## src/rtl/signal_safety_monitor.sv

```systemverilog
// Registered lamp pass-through with fault filtering and a flashing-red failsafe for the 4-approach controller.
// Build macro YELLOW_CHECK_EN enables the green->red yellow-skip check (fault code 4).
module signal_safety_monitor #(
    parameter int FILTER_CYCLES = 4,
    parameter int WDOG_TICKS    = 15,
    parameter int ALLRED_TICKS  = 2
) (
    input  logic       clk,
    input  logic       rst,
    input  logic       tick,
    input  logic [2:0] l_in,
    input  logic [2:0] r_in,
    input  logic [2:0] s_in,
    input  logic [2:0] b_in,
    input  logic       clr_fault,
    output logic [2:0] l,
    output logic [2:0] r,
    output logic [2:0] s,
    output logic [2:0] b,
    output logic       fault,
    output logic [2:0] fault_code
);
    localparam logic [2:0] GREEN  = 3'b001;
    localparam logic [2:0] YELLOW = 3'b010;
    localparam logic [2:0] RED    = 3'b100;
    localparam logic [2:0] DARK   = 3'b000;
    localparam int FW = $clog2(FILTER_CYCLES + 1);
    localparam int WW = $clog2(WDOG_TICKS + 1);
    localparam int TW = $clog2(ALLRED_TICKS + 1);

    typedef enum logic [1:0] {ST_ALLRED, ST_NORMAL, ST_FLASH} state_t;

    state_t        state_q, state_d;
    logic [TW-1:0] tick_cnt_q, tick_cnt_d;
    logic [WW-1:0] wdog_q, wdog_d;
    logic [FW-1:0] conf_cnt_q, conf_cnt_d;
    logic [FW-1:0] inval_cnt_q, inval_cnt_d;
    logic [11:0]   prev_in_q, prev_in_d;
    logic [11:0]   lamps_q, lamps_d;
    logic          flash_q, flash_d;
    logic          fault_q, fault_d;
    logic [2:0]    code_q, code_d;

    logic [11:0] lamps_in;
    logic [3:0]  greens;
    logic        conflict_raw, invalid_raw, skip_raw, decl_skip;

    assign lamps_in = {l_in, r_in, s_in, b_in};

    function automatic logic [FW-1:0] persist(input logic cond, input logic [FW-1:0] cnt);
        return !cond ? '0 : ((cnt == FW'(FILTER_CYCLES)) ? cnt : cnt + 1'b1);
    endfunction

    always_comb begin
        greens      = '0;
        invalid_raw = 1'b0;
        for (int i = 0; i < 4; i++) begin
            greens[i] = (lamps_in[3*i +: 3] == GREEN);
            if (lamps_in[3*i +: 3] != GREEN && lamps_in[3*i +: 3] != YELLOW &&
                lamps_in[3*i +: 3] != RED)
                invalid_raw = 1'b1;
        end
        conflict_raw = ($countones(greens) > 1);
    end

`ifdef YELLOW_CHECK_EN
    // A skip stays flagged while the approach keeps holding the red it jumped to.
    logic [3:0]    skip_q, skip_d;
    logic [FW-1:0] skip_cnt_q, skip_cnt_d;

    always_comb begin
        for (int i = 0; i < 4; i++)
            skip_d[i] = (lamps_in[3*i +: 3] == RED) &&
                        ((prev_in_q[3*i +: 3] == GREEN) || skip_q[i]);
        skip_raw   = |skip_d;
        skip_cnt_d = persist(skip_raw, skip_cnt_q);
        decl_skip  = (skip_cnt_d == FW'(FILTER_CYCLES));
    end

    always_ff @(posedge clk) begin
        if (rst) begin
            skip_q     <= '0;
            skip_cnt_q <= '0;
        end else begin
            skip_q     <= skip_d;
            skip_cnt_q <= skip_cnt_d;
        end
    end
`else
    assign skip_raw  = 1'b0;
    assign decl_skip = 1'b0;
`endif

    // NOTE: every variable gets a default at the top of the block so no path infers a latch.
    always_comb begin
        logic decl_conf, decl_inval, decl_wdog;
        state_d     = state_q;
        tick_cnt_d  = tick_cnt_q;
        flash_d     = flash_q;
        code_d      = code_q;
        prev_in_d   = lamps_in;
        conf_cnt_d  = persist(conflict_raw, conf_cnt_q);
        inval_cnt_d = persist(invalid_raw, inval_cnt_q);

        if (lamps_in != prev_in_q)
            wdog_d = '0;
        else if (tick && wdog_q != WW'(WDOG_TICKS))
            wdog_d = wdog_q + 1'b1;
        else
            wdog_d = wdog_q;

        decl_conf  = (conf_cnt_d == FW'(FILTER_CYCLES));
        decl_inval = (inval_cnt_d == FW'(FILTER_CYCLES));
        decl_wdog  = (wdog_d == WW'(WDOG_TICKS));

        case (state_q)
            ST_ALLRED, ST_NORMAL: begin
                if (decl_conf || decl_inval || decl_wdog || decl_skip) begin
                    state_d    = ST_FLASH;
                    flash_d    = 1'b1;
                    tick_cnt_d = '0;
                    code_d     = decl_conf ? 3'd1 : decl_inval ? 3'd2 : decl_wdog ? 3'd3 : 3'd4;
                end else if (state_q == ST_ALLRED && tick) begin
                    if (tick_cnt_q == TW'(ALLRED_TICKS - 1)) begin
                        state_d    = ST_NORMAL;
                        tick_cnt_d = '0;
                    end else begin
                        tick_cnt_d = tick_cnt_q + 1'b1;
                    end
                end
            end
            ST_FLASH: begin
                // Clearing is refused while any filtered condition is still raw-true.
                if (clr_fault && !conflict_raw && !invalid_raw && !skip_raw) begin
                    state_d    = ST_ALLRED;
                    code_d     = 3'd0;
                    wdog_d     = '0;
                    tick_cnt_d = '0;
                end else if (tick) begin
                    flash_d = ~flash_q;
                end
            end
            default: state_d = ST_ALLRED;
        endcase

        fault_d = (state_d == ST_FLASH);
        case (state_d)
            ST_NORMAL: lamps_d = lamps_in;
            ST_FLASH:  lamps_d = {4{flash_d ? RED : DARK}};
            default:   lamps_d = {4{RED}};
        endcase
    end

    // NOTE: sequential state uses non-blocking assignments so all flops update together at the edge.
    always_ff @(posedge clk) begin
        if (rst) begin
            state_q     <= ST_ALLRED;
            tick_cnt_q  <= '0;
            wdog_q      <= '0;
            conf_cnt_q  <= '0;
            inval_cnt_q <= '0;
            prev_in_q   <= {4{RED}};
            lamps_q     <= {4{RED}};
            flash_q     <= 1'b0;
            fault_q     <= 1'b0;
            code_q      <= 3'd0;
        end else begin
            state_q     <= state_d;
            tick_cnt_q  <= tick_cnt_d;
            wdog_q      <= wdog_d;
            conf_cnt_q  <= conf_cnt_d;
            inval_cnt_q <= inval_cnt_d;
            prev_in_q   <= prev_in_d;
            lamps_q     <= lamps_d;
            flash_q     <= flash_d;
            fault_q     <= fault_d;
            code_q      <= code_d;
        end
    end

    assign {l, r, s, b} = lamps_q;
    assign fault        = fault_q;
    assign fault_code   = code_q;
endmodule

```

## config.mk

```make
export PLATFORM = sky130hd
export DESIGN_NAME = signal_safety_monitor
export DESIGN_NICKNAME = d
export VERILOG_FILES = /design/src/rtl/signal_safety_monitor.sv
export SDC_FILE = /design/constraint.sdc
export NUM_CORES = 1
export LEC_CHECK = 0
export CORE_UTILIZATION = 32
export DETAILED_ROUTE_END_ITERATION = 8
export GPL_ROUTABILITY_DRIVEN = 0
export SETUP_SLACK_MARGIN = 0.05
export SLEW_MARGIN = 5
export SYNTH_ARGS = -nofsm -noshare
export SYNTH_HDL_FRONTEND = slang
export SYNTH_SLANG_ARGS = --single-unit
```

## constraint.sdc

```tcl
create_clock -name clk -period 9.4 [get_ports clk]
set_clock_uncertainty 0.15 [all_clocks]
set_input_delay 1.41 -clock clk [delete_from_list [all_inputs] [get_ports clk]]
set_output_delay 1.41 -clock clk [all_outputs]
set_load 0.02 [all_outputs]
```

# Yosys cells after proc, flatten, opt, wreduce, memory -nomap -nowiden
# Cells that the tools add are included.
dict set report word_totals {
  regBits 43
  output_inout_bits 16
}
dict set report classes {
  n_addsub 7
  n_lt_le_gt_ge 1
  eq_ne 31
  muxes 34
  bitwise 1
  n_reduce_logical 21
}
# operator n
set ops {}
lappend ops {{$mux W3} 10}
lappend ops {{$pmux W12 S2} 1}
lappend ops {{$mux W2} 8}
lappend ops {{$mux W4} 4}
lappend ops {{$ne A3 B3 Y1 const B} 5}
lappend ops {{$eq A3 B1 Y1 const B} 4}
lappend ops {{$eq A3 B3 Y1 const B} 4}
lappend ops {{$logic_and A1 B1 Y1} 12}
lappend ops {{$ne A12 B12 Y1} 1}
lappend ops {{$ne A3 B1 Y1 const B} 4}
lappend ops {{$ne A3 B2 Y1 const B} 4}
lappend ops {{$pmux W2 S2} 2}
lappend ops {{$mux W1} 7}
lappend ops {{$add A3 B1 Y3 const B} 2}
lappend ops {{$eq A2 B1 Y1 const B} 3}
lappend ops {{$pmux W3 S2} 1}
lappend ops {{$reduce_and A3 Y1} 2}
lappend ops {{$add A1 B1 Y2} 2}
lappend ops {{$add A4 B1 Y4 const B} 1}
lappend ops {{$eq A2 B2 Y1 const B} 2}
lappend ops {{$eq A4 B4 Y1 const B} 1}
lappend ops {{$ne A2 B2 Y1 const B} 2}
lappend ops {{$ne A4 B4 Y1 const B} 1}
lappend ops {{$add A2 B2 Y3} 1}
lappend ops {{other kinds (9)} 11}

# Depth between registers and ports, before layout
# Gate-level depths: netlist of the first run.
dict set report logic_depth {
  word_depth 15
  depth_mapped 14
}

# Worst setup path after synthesis of the first run
# No wires, ideal clock.
dict set report synth_path {
  path_kind {in2reg}
  start {input b_in[1]}
  end {register lamps_q[11]}
  setup_ns 0.140
  t_arrival_ns 4.334
  required_ns 9.110
  path_slack_ns 4.776
  path_stages 11
  n_path_buf 0
  path_cell_list {or3b_2 fa_1 nor4b_2 nor2b_1 a211oi_1 a211o_1 nand2_2 and2_1 ha_1 nor4_2 o211ai_1}
}
dict set report synth_between {
  elab_chain_len 15
  word_cells_on_any_way 36
}
# element line
set synth_lines {}
lappend synth_lines {{start, declared} 14} ;# input logic [2:0] b_in,
lappend synth_lines {{parallel branches: the longest is 14 deep, another holds $add A2 B2 Y3} --}
lappend synth_lines {{$pmux W12 S2 *} 147} ;# case (state_d)
lappend synth_lines {{end signal, assigned} 163} ;# lamps_q <= {4{RED}};
lappend synth_lines {{end signal, assigned} 174} ;# lamps_q <= lamps_d;
lappend synth_lines {{end, declared} 39} ;# logic [11:0] lamps_q, lamps_d;
# Every way passes the cells marked *.
# A chain may end at the register's enable or synchronous reset.

# Worst setup path after layout of the first run
dict set report layout_path {
  start {input b_in[0]}
  end {register lamps_q[8]}
}
# Same word-level chain as after synthesis.

==> results of run 1 <==
==> stage by stage <==
stage | instances | cell area [um2]
after CTS | 329 | 2490
after global routing | 329 | 2490
after floorplan | 220 | 2020
final | 329 | 2490
after global placement | 321 | 2400
after detailed placement | 321 | 2400
==> cell type report <==
| cell class | count | area (um2) |
|---|---|---|
| fill | 599 | 3500 |
| clock buffer | 5 | 68.8 |
| multi-input combinational | 162 | 1090 |
| clock inverter | 3 | 23.8 |
| sequential | 43 | 861 |
| timing repair buffer | 31 | 310 |
| tap | 75 | 93.8 |
| inverter | 10 | 37.5 |
==> sequential cells by signal, summed over array words and instances, names as in the netlist <==
signal       count
lamps_q         12
prev_in_q       12
wdog_q           4
conf_cnt_q       3
fault_code       3
inval_cnt_q      3
state_q          2
tick_cnt_q       2
fault            1
flash_q          1
==> layout by cell type (no fill, tap or decap), types with 4 or more instances in the layout <==
cell type        instances
dfxtp_1                 43
clkdlybuf4s50_1         31
nand2_1                 17
nor2_1                  16
nor2b_1                 11
and2_1                  11
inv_1                   10
xnor2_1                 10
o21ai_0                  8
nor3_1                   8
ha_1                     7
nand3_1                  6
a21oi_1                  6
nand4_1                  5
xor2_1                   5
o211ai_1                 5
clkbuf_8                 5
a211oi_1                 4
or2_2                    4
==> final timing paths <==
path	depth (start not counted)	slack (ns)	endpoint	start
setup / recovery	12	4.14	lamps_q[8]	b_in[0]
hold / removal	1	0.34	tick_cnt_q[1]	tick_cnt_q[1]
setup reg to reg	11	6.03	lamps_q[8]	inval_cnt_q[0]
hold reg to reg	1	0.34	tick_cnt_q[1]	tick_cnt_q[1]
==> power breakdown <==
part / internal [mW] / switching, mW / total [mW]
registers: 0.197 / 0.00803 / 0.206
logic: 0.0454 / 0.0521 / 0.0976
clock network: 0.0531 / 0.0675 / 0.121
total: 0.296 / 0.128 / 0.424
==> logic make-up (layout without fill, tap and decap cells) <==
group	Yosys count	count (layout)	share of synthesized area, %
flip-flops	43	43	42.7
AO/OA/AOI/OAI	36	36	11.9
buffers and inverters	15	49	3.16
multiplexers	1	1	0.496
XOR/XNOR	15	15	6.51
adder cells (fa/ha/maj)	8	8	5.33
AND/OR/NAND/NOR	102	102	29.9
==> critical path, cell delays in order <==
cell and delay (ns):
clkdlybuf4s50_1 0.59, or3b_2 0.49, fa_1 0.50, nor4b_2 0.27
nor2b_1 0.13, a211oi_1 0.46, a211o_1 0.22, nand2_2 0.14
and2_1 0.18, ha_1 0.30, nor4_2 0.44, o211ai_1 0.16
==> metal layers <==
layer	vias to the layer above	global-route usage, %	wire, um
met5	-	0	0
met4	0	5.36	63
met3	5	3.56	205
met2	42	20.8	1900
met1	706	20.5	2150
li1	833	-	-
==> metrics.txt, run 1 <==
CP Capture Type=flop; Min Hold Slack=0.339 ns; Yosys top cell area share=42.7%; Worst VDD drop=0.127 mV; WS Path Type=in -> reg; Final setup viols=0; f_max=190 MHz; # Post-CTS Setup Buffers=0; # diodes=0; GRT Resource Usage Total=14.4%; register area share after synthesis=a little over two fifths; max_slew headroom=about 34%; number of synthesized flops with an enable pin=0; pre-CTS setup slack=3.80 ns; Final WS setup=4.14 ns; total power draw=0.424 mW; initial antenna violation count=0; Clk Latency, worst-skew pair=0.30 ns; Ys Warns=0; layout cells sized above 1=approximately 8%; Die H=81.4 um; Residual DRC=0; synth-to-layout area growth=23.3%; hpwl dp=3140 um; post-layout util=41.5%; routed wire length=4320 um; Final nets=277; DR pass1 iterations=4; Die W=81.4 um; maximum buffer depth of the clock tree=2; pwr/cell area=between 150 and 200 nW/um2; RSZ-0062 raised after global routing=false; global-route wire length before repair=about 7100 um; outcome=finished clean; I/O Buffers=31; Setup TNS Final=0 ns; TritonCTS Sinks=43; Post-Syn Nets=244; CP arrival=5.27 ns; Syn Area/Cell=9.17 um2; CTS tree=built; Max Cap Viol=0; gr ovfl total=0; Post-synth ARST share=0%; Std-Cell Core Area=5990 um2; Reg clk slew, reported paths=0.08 ns; P_leak=0.923 nW; Num CTS Buffers=5; Antenna Nets Post-Route=0; most frequent cell after synthesis=dfxtp_1; Cells after Synth=220; commonest cells in the netlist=dfxtp_1 (43), nand2_1 (17), nor2_1 (16); CTS root buf=clkbuf_8; Row Count=28; Worst Max-Slew Pin Slew=0.991 ns; DRT iter0 DRCs=97; Max Slew Vio Count=0; largest net degree at the start of global routing=28; Min-Delay Path Class=reg -> reg; Final Cycle Share=a little under three fifths; CTS Hold Bufs=0; vias per cell=~4.8; Synth area leaders=dfxtp_1 (43%), ha_1 (4.3%), xnor2_1 (4.3%), and2_1 (3.4%), nor2b_1 (3.4%); wire per inst=13.1 um; vias in the first global route=1439; number of synthesized register bits=43; critical path data required time=9.41 ns; Distinct cells, synth=49; Initial Util=33.7%; post-CTS sizing=0; die area=6630 um2; detailed-route via count=between 1.5k and 2k; ys flop type=dfxtp_1; Final Critical Period=5.26 ns; final hold vios=0; IO Pins=32; H-tree depth=2; Max Fanout on Critical Path=10; post-synth top area cell=dfxtp_1; synthesized cell area=2020 um2; Startpoint Class=input port
Note: power is estimated with default switching activity, not from simulation.
==> run 2, diff against run 1 <==
==> constraint.sdc (replaced) <==
create_clock -name clk -period 4.5 [get_ports clk]
set_clock_uncertainty 0.15 [all_clocks]
set_input_delay 0.675 -clock clk [delete_from_list [all_inputs] [get_ports clk]]
set_output_delay 0.675 -clock clk [all_outputs]
set_load 0.02 [all_outputs]
==> metrics.txt, run 2 (same netlist as run 1, synthesis figures left out) <==
Die H=81.4 um (unchanged); GRT met1 Usage=20.2% (-0.33 points); gr ovfl total=0 (unchanged); Num CTS Buffers=5 (unchanged); max_slew headroom=34.8% (+1.0 points); maximum buffer depth of the clock tree=2 (unchanged); Max Slew Vio Count=0 (unchanged); Final setup viols=0 (unchanged); Initial Util=33.7% (unchanged); TritonCTS Sinks=43 (unchanged); CTS Hold Bufs=0 (unchanged); Worst R2R Setup Slack=1.33 ns (-4.70 ns); Final Cycle Share=91.0%; vias per cell=4.85 (+0.62%); WS Path Type=in -> reg; Net Sw Frac=30.0% (-0.12 points); Worst Max-Slew Pin Slew=0.976 ns (-0.0155 ns); Setup TNS Final=0 ns (unchanged); CTS root buf=clkbuf_8; RR Startpoint=inval_cnt_q[0]; GRT Resource Usage Total=14.8% (+0.39 points); Clock Power Share=28.3% (-0.2 points); Final nets=289 (+4.3%); CP Capture Type=flop; post-CTS sizing=0 (unchanged); combinational share of power=23.7% (+0.7 points); met3 GRT Util=3.67% (+0.11 points); # Post-CTS Setup Buffers=0 (unchanged); Critical path origin=b_in[0]; Reg clk slew, reported paths=0.08 ns (about the same); IO Pins=32 (unchanged); die area=6630 um2 (unchanged); detailed-route via count=1654 (+4.3%); Max Fanout on Critical Path=4 (-6); met2 usage=22.8% (+1.9 points); P_int=0.626 mW (+110%); sequential share of power=48.0% (-0.5 points); pwr/cell area=347 nW/um2 (+100%); worst r2r path cells=11 (unchanged); Std-Cell Core Area=5990 um2 (unchanged); Max Cap Viol=0 (unchanged); layout cells sized above 1=12.0% (+4.2 points); # diodes=0 (unchanged); worst r2r dst=lamps_q[8]; Hold Crit Depth=1 (unchanged); Residual DRC=0 (unchanged); critical path data required time=4.51 ns (-4.90 ns); global-route wire length before repair=7380 um (+4.7%); vias in the first global route=1527 (+6.1%); Startpoint Class=input port; Top Usage Layer GRT=met2; DRT iter0 DRCs=65 (-33%); outcome=finished clean; wire per inst=12.7 um (-3.5%); H-tree depth=2 (unchanged); Final Critical Period=4.09 ns; Antenna Nets Post-Route=0 (unchanged); I/O Buffers=31 (unchanged); f_max=244 MHz; Row Count=28 (unchanged); Finished Cell Area=2580 um2 (+3.7%); Worst VDD drop=0.186 mV (+46%); WHS Endpoint=tick_cnt_q[1]; Placed Area=2490 um2 (+3.8%); Clk Latency, worst-skew pair=0.30 ns (about the same); Fill cells=610 (+1.8%); initial antenna violation count=0 (unchanged); largest net degree at the start of global routing=28 (unchanged); Psw=0.268 mW (+110%); CTS tree=built; most frequent cells in the layout=dfxtp_1 (43), clkdlybuf4s50_1 (31), nand2_1 (17); DR pass1 iterations=4 (unchanged); hpwl dp=3240 um (+3.3%); final hold vios=0 (unchanged); synth-to-layout area growth=27.8%; Min-Delay Path Class=reg -> reg; Die W=81.4 um (unchanged); P_leak=0.984 nW (+6.7%); Regs by FF count=lamps_q: 12 flops, prev_in_q: 12 flops, wdog_q: 4 flops; RSZ-0062 raised after global routing=false; commonest non-fill, non-tap cell in the layout=dfxtp_1; CP arrival=4.11 ns (-1.16 ns); routed wire length=4320 um (about the same); min-delay src=tick_cnt_q[1]
## run 2: changes by cell type in the layout (fill, tap and decap cells not counted), sizes merged
cell	change
buf	+12
clkinvlp	-1
inv	-1
clkinv	+2
## run 2: worst max path at each step
| stage | cells past startpoint | slack (ns) | endpoint |
|---|---|---|---|
| floorplan | 11 | 0.61 | lamps_q[11] |
| global placement | 13 | 0.16 | lamps_q[2] |
| detailed placement | 13 | 0.1 | lamps_q[8] |
| CTS | 13 | 0.41 | lamps_q[8] |
| global route | 12 | 0.21 | lamps_q[11] |
| finish | 13 | 0.41 | lamps_q[8] |
## run 2: routing by layer
metal	routed length, um	vias up
met1	2200	762
met5	0	-
met4	62	0
met2	1890	27
li1	-	860
met3	168	5
## run 2: stage by stage
stage / hold slack (ns) / utilization [%] / cells / power (mW) / setup slack [ns]
floorplan: 0.303 / - / 220 / 0.563 / 0.611
global placement: 0.324 / 41.5 / 333 / 0.649 / 0.165
detailed placement: 0.328 / 41.5 / 333 / 0.650 / 0.0990
CTS: 0.342 / 43.1 / 341 / 0.912 / 0.414
global route: 0.347 / 43.1 / 341 / 0.948 / 0.206
finish: 0.336 / 43.1 / 341 / 0.895 / 0.407
## run 2: cell type report
| type | count | area [um2] | share of cell area, % |
|---|---|---|---|
| timing repair buffer | 43 | 400 | 15.5 |
| clock buffer | 5 | 68.8 | 2.67 |
| multi-input combinational | 162 | 1090 | 42.4 |
| clock inverter | 3 | 25.0 | 0.970 |
| tap | 75 | 93.8 | 3.64 |
| inverter | 10 | 37.5 | 1.45 |
| sequential | 43 | 861 | 33.4 |
## run 2: worst max-delay path, stage by stage
cell and delay [ns]:
clkdlybuf4s50_1 0.47, or3b_2 0.47, fa_1 0.56, nor4b_2 0.06
nor2b_1 0.16, a211oi_1 0.09, buf_4 0.16, or4_4 0.50
ha_1 0.23, nand4_1 0.10, mux2i_1 0.09, nor4_2 0.39
o211ai_1 0.15
## run 2: power by group through the flow
stage / logic [mW] / registers [mW] / clock network, mW
CTS: 0.215 / 0.430 / 0.268
detailed placement: 0.213 / 0.437 / 0
finish: 0.212 / 0.429 / 0.254
global placement: 0.211 / 0.439 / 0
global route: 0.235 / 0.433 / 0.280
floorplan: 0.106 / 0.456 / 0
==> run 3, diff against run 2 <==
--- a/config.mk
+++ b/config.mk
@@ -5,6 +5,8 @@
 export SDC_FILE = /design/constraint.sdc
 export NUM_CORES = 1
 export LEC_CHECK = 0
+export ABC_CLOCK_PERIOD_IN_PS = 4500
+export CORE_MARGIN = 2
 export CORE_UTILIZATION = 32
 export DETAILED_ROUTE_END_ITERATION = 8
 export GPL_ROUTABILITY_DRIVEN = 0
==> metrics.txt, run 3 (same netlist as run 1, synthesis figures left out) <==
outcome=finished clean; Die W=83.4 um (+2.5%); Setup TNS Final=0 ns (unchanged); RR Startpoint=inval_cnt_q[0]; Final Critical Period=4.13 ns (+0.0389 ns); worst r2r dst=lamps_q[8]; hpwl dp=3350 um (+3.5%); CP Capture Type=flop; Max Cap Viol=0 (unchanged); TritonCTS Sinks=43 (unchanged); detailed-route via count=1716 (+3.7%); Final nets=291 (+0.69%); CTS Hold Bufs=0 (unchanged); Clk Latency, worst-skew pair=0.30 ns (about the same); post-CTS sizing=0 (unchanged); wire per inst=13.2 um (+4.2%); I/O Buffers=31 (unchanged); die area=6960 um2 (+5.0%); Final Cycle Share=91.8% (+0.86 points); Row Count=28 (unchanged); most frequent cells in the layout=dfxtp_1 (43), clkdlybuf4s50_1 (31), nand2_1 (17); CTS tree=built; DRT iter0 DRCs=106 (+63%); min-delay src=fault_code[0]; gr ovfl total=0 (unchanged); initial antenna violation count=0 (unchanged); max_slew headroom=67.3% (+33 points); Std-Cell Core Area=5990 um2 (unchanged); Hold Crit Depth=2 (+1); Die H=83.4 um (+2.5%); Reg clk slew, reported paths=0.08 ns (about the same); post-layout util=43.3% (+0.25 points); Worst VDD drop=0.239 mV (+28%); commonest non-fill, non-tap cell in the layout=dfxtp_1; global-route wire length before repair=7620 um (+3.2%); RSZ-0062 raised after global routing=false; synth-to-layout area growth=28.6%; # diodes=0 (unchanged); CTS root buf=clkbuf_8; Worst R2R Setup Slack=1.25 ns (-0.08 ns); WHS Endpoint=fault_code[0]; Worst Max-Slew Pin Slew=0.484 ns (-0.492 ns); vias in the first global route=1616 (+5.8%); pwr/cell area=346 nW/um2 (-0.23%); vias per cell=5.00 (+3.1%); Num CTS Buffers=5 (unchanged); IO Pins=32 (unchanged); largest net degree at the start of global routing=18 (-36%); Min-Delay Path Class=reg -> reg; layout cells sized above 1=12.7% (+0.66 points); Max Slew Vio Count=0 (unchanged); WS Path Type=in -> reg; Fill cells=584 (-4.3%); f_max=242 MHz (-0.94%); worst r2r path cells=11 (unchanged); Antenna Nets Post-Route=0 (unchanged); Max Fanout on Critical Path=4 (unchanged); H-tree depth=2 (unchanged); P_leak=0.994 nW (+0.98%); critical path data required time=4.51 ns (about the same); CP arrival=4.14 ns (+0.03 ns); GRT Resource Usage Total=13.5% (-1.3 points); Residual DRC=0 (unchanged); DR pass1 iterations=4 (unchanged); # Post-CTS Setup Buffers=0 (unchanged); Initial Util=33.7% (unchanged); final hold vios=0 (unchanged); routed wire length=4530 um (+4.8%); maximum buffer depth of the clock tree=2 (unchanged); Regs by FF count=lamps_q: 12 flops, prev_in_q: 12 flops, wdog_q: 4 flops; Final setup viols=0 (unchanged); Startpoint Class=input port
run 3: changes by cell type in the layout (fill, tap and decap cells not counted), sizes merged:
| cell | change |
|---|---|
| buf | +2 |
run 3: area by class of cell:
type | count | area [um2] | area share (%)
Inverter | 10 | 37.5 | 1.45
Clock inverter | 3 | 25.0 | 0.964
Multi-Input combinational cell | 162 | 1090 | 42.1
Timing Repair Buffer | 45 | 415 | 16.0
Sequential cell | 43 | 861 | 33.2
Clock buffer | 5 | 68.8 | 2.65
Tap cell | 75 | 93.8 | 3.62
run 3: per-stage QoR:
step / instances / hold WS, ns / setup WS, ns / area, um2 / power (mW)
3_3_place_gp: 335 / 0.325 / 0.158 / 2500 / 0.651
3_5_place_dp: 335 / 0.330 / 0.0675 / 2500 / 0.652
6_report: 343 / 0.344 / 0.368 / 2590 / 0.898
4_1_cts: 343 / 0.344 / 0.337 / 2590 / 0.908
2_1_floorplan: 220 / 0.303 / 0.611 / 2020 / 0.563
5_1_grt: 343 / 0.368 / 0.106 / 2590 / 0.950
run 3: critical path: stages:
cell and delay (ns):
clkdlybuf4s50_1 0.47, or3b_2 0.47, fa_1 0.57, nor4b_2 0.06, nor2b_1 0.18, a211oi_1 0.09
buf_4 0.16, or4_4 0.50, ha_1 0.23, nand4_1 0.10, mux2i_1 0.09, nor4_2 0.40
o211ai_1 0.16
run 3: worst max-delay path by stage:
stage	startpoint	endpoint	cells past startpoint
floorplan	b_in[1]	lamps_q[11]	11
global placement	b_in[0]	lamps_q[5]	13
detailed placement	b_in[0]	lamps_q[8]	13
CTS	b_in[0]	lamps_q[8]	13
global route	b_in[0]	lamps_q[8]	15
finish	b_in[0]	lamps_q[8]	13
run 3: per-layer routing:
metal  vias up  wire length [um]  track usage [%]
li1        862                 -                -
met3         7               189             3.18
met4         0                59             3.96
met5         -                 0                0
met1       808              2250             18.2
met2        39              2030             21.6
run 3: power breakdown:
part           internal [mW]  switching, mW  total, mW
clock network          0.111          0.142      0.253
registers              0.413         0.0168      0.429
logic                  0.104          0.111      0.215
total                  0.627          0.270      0.898
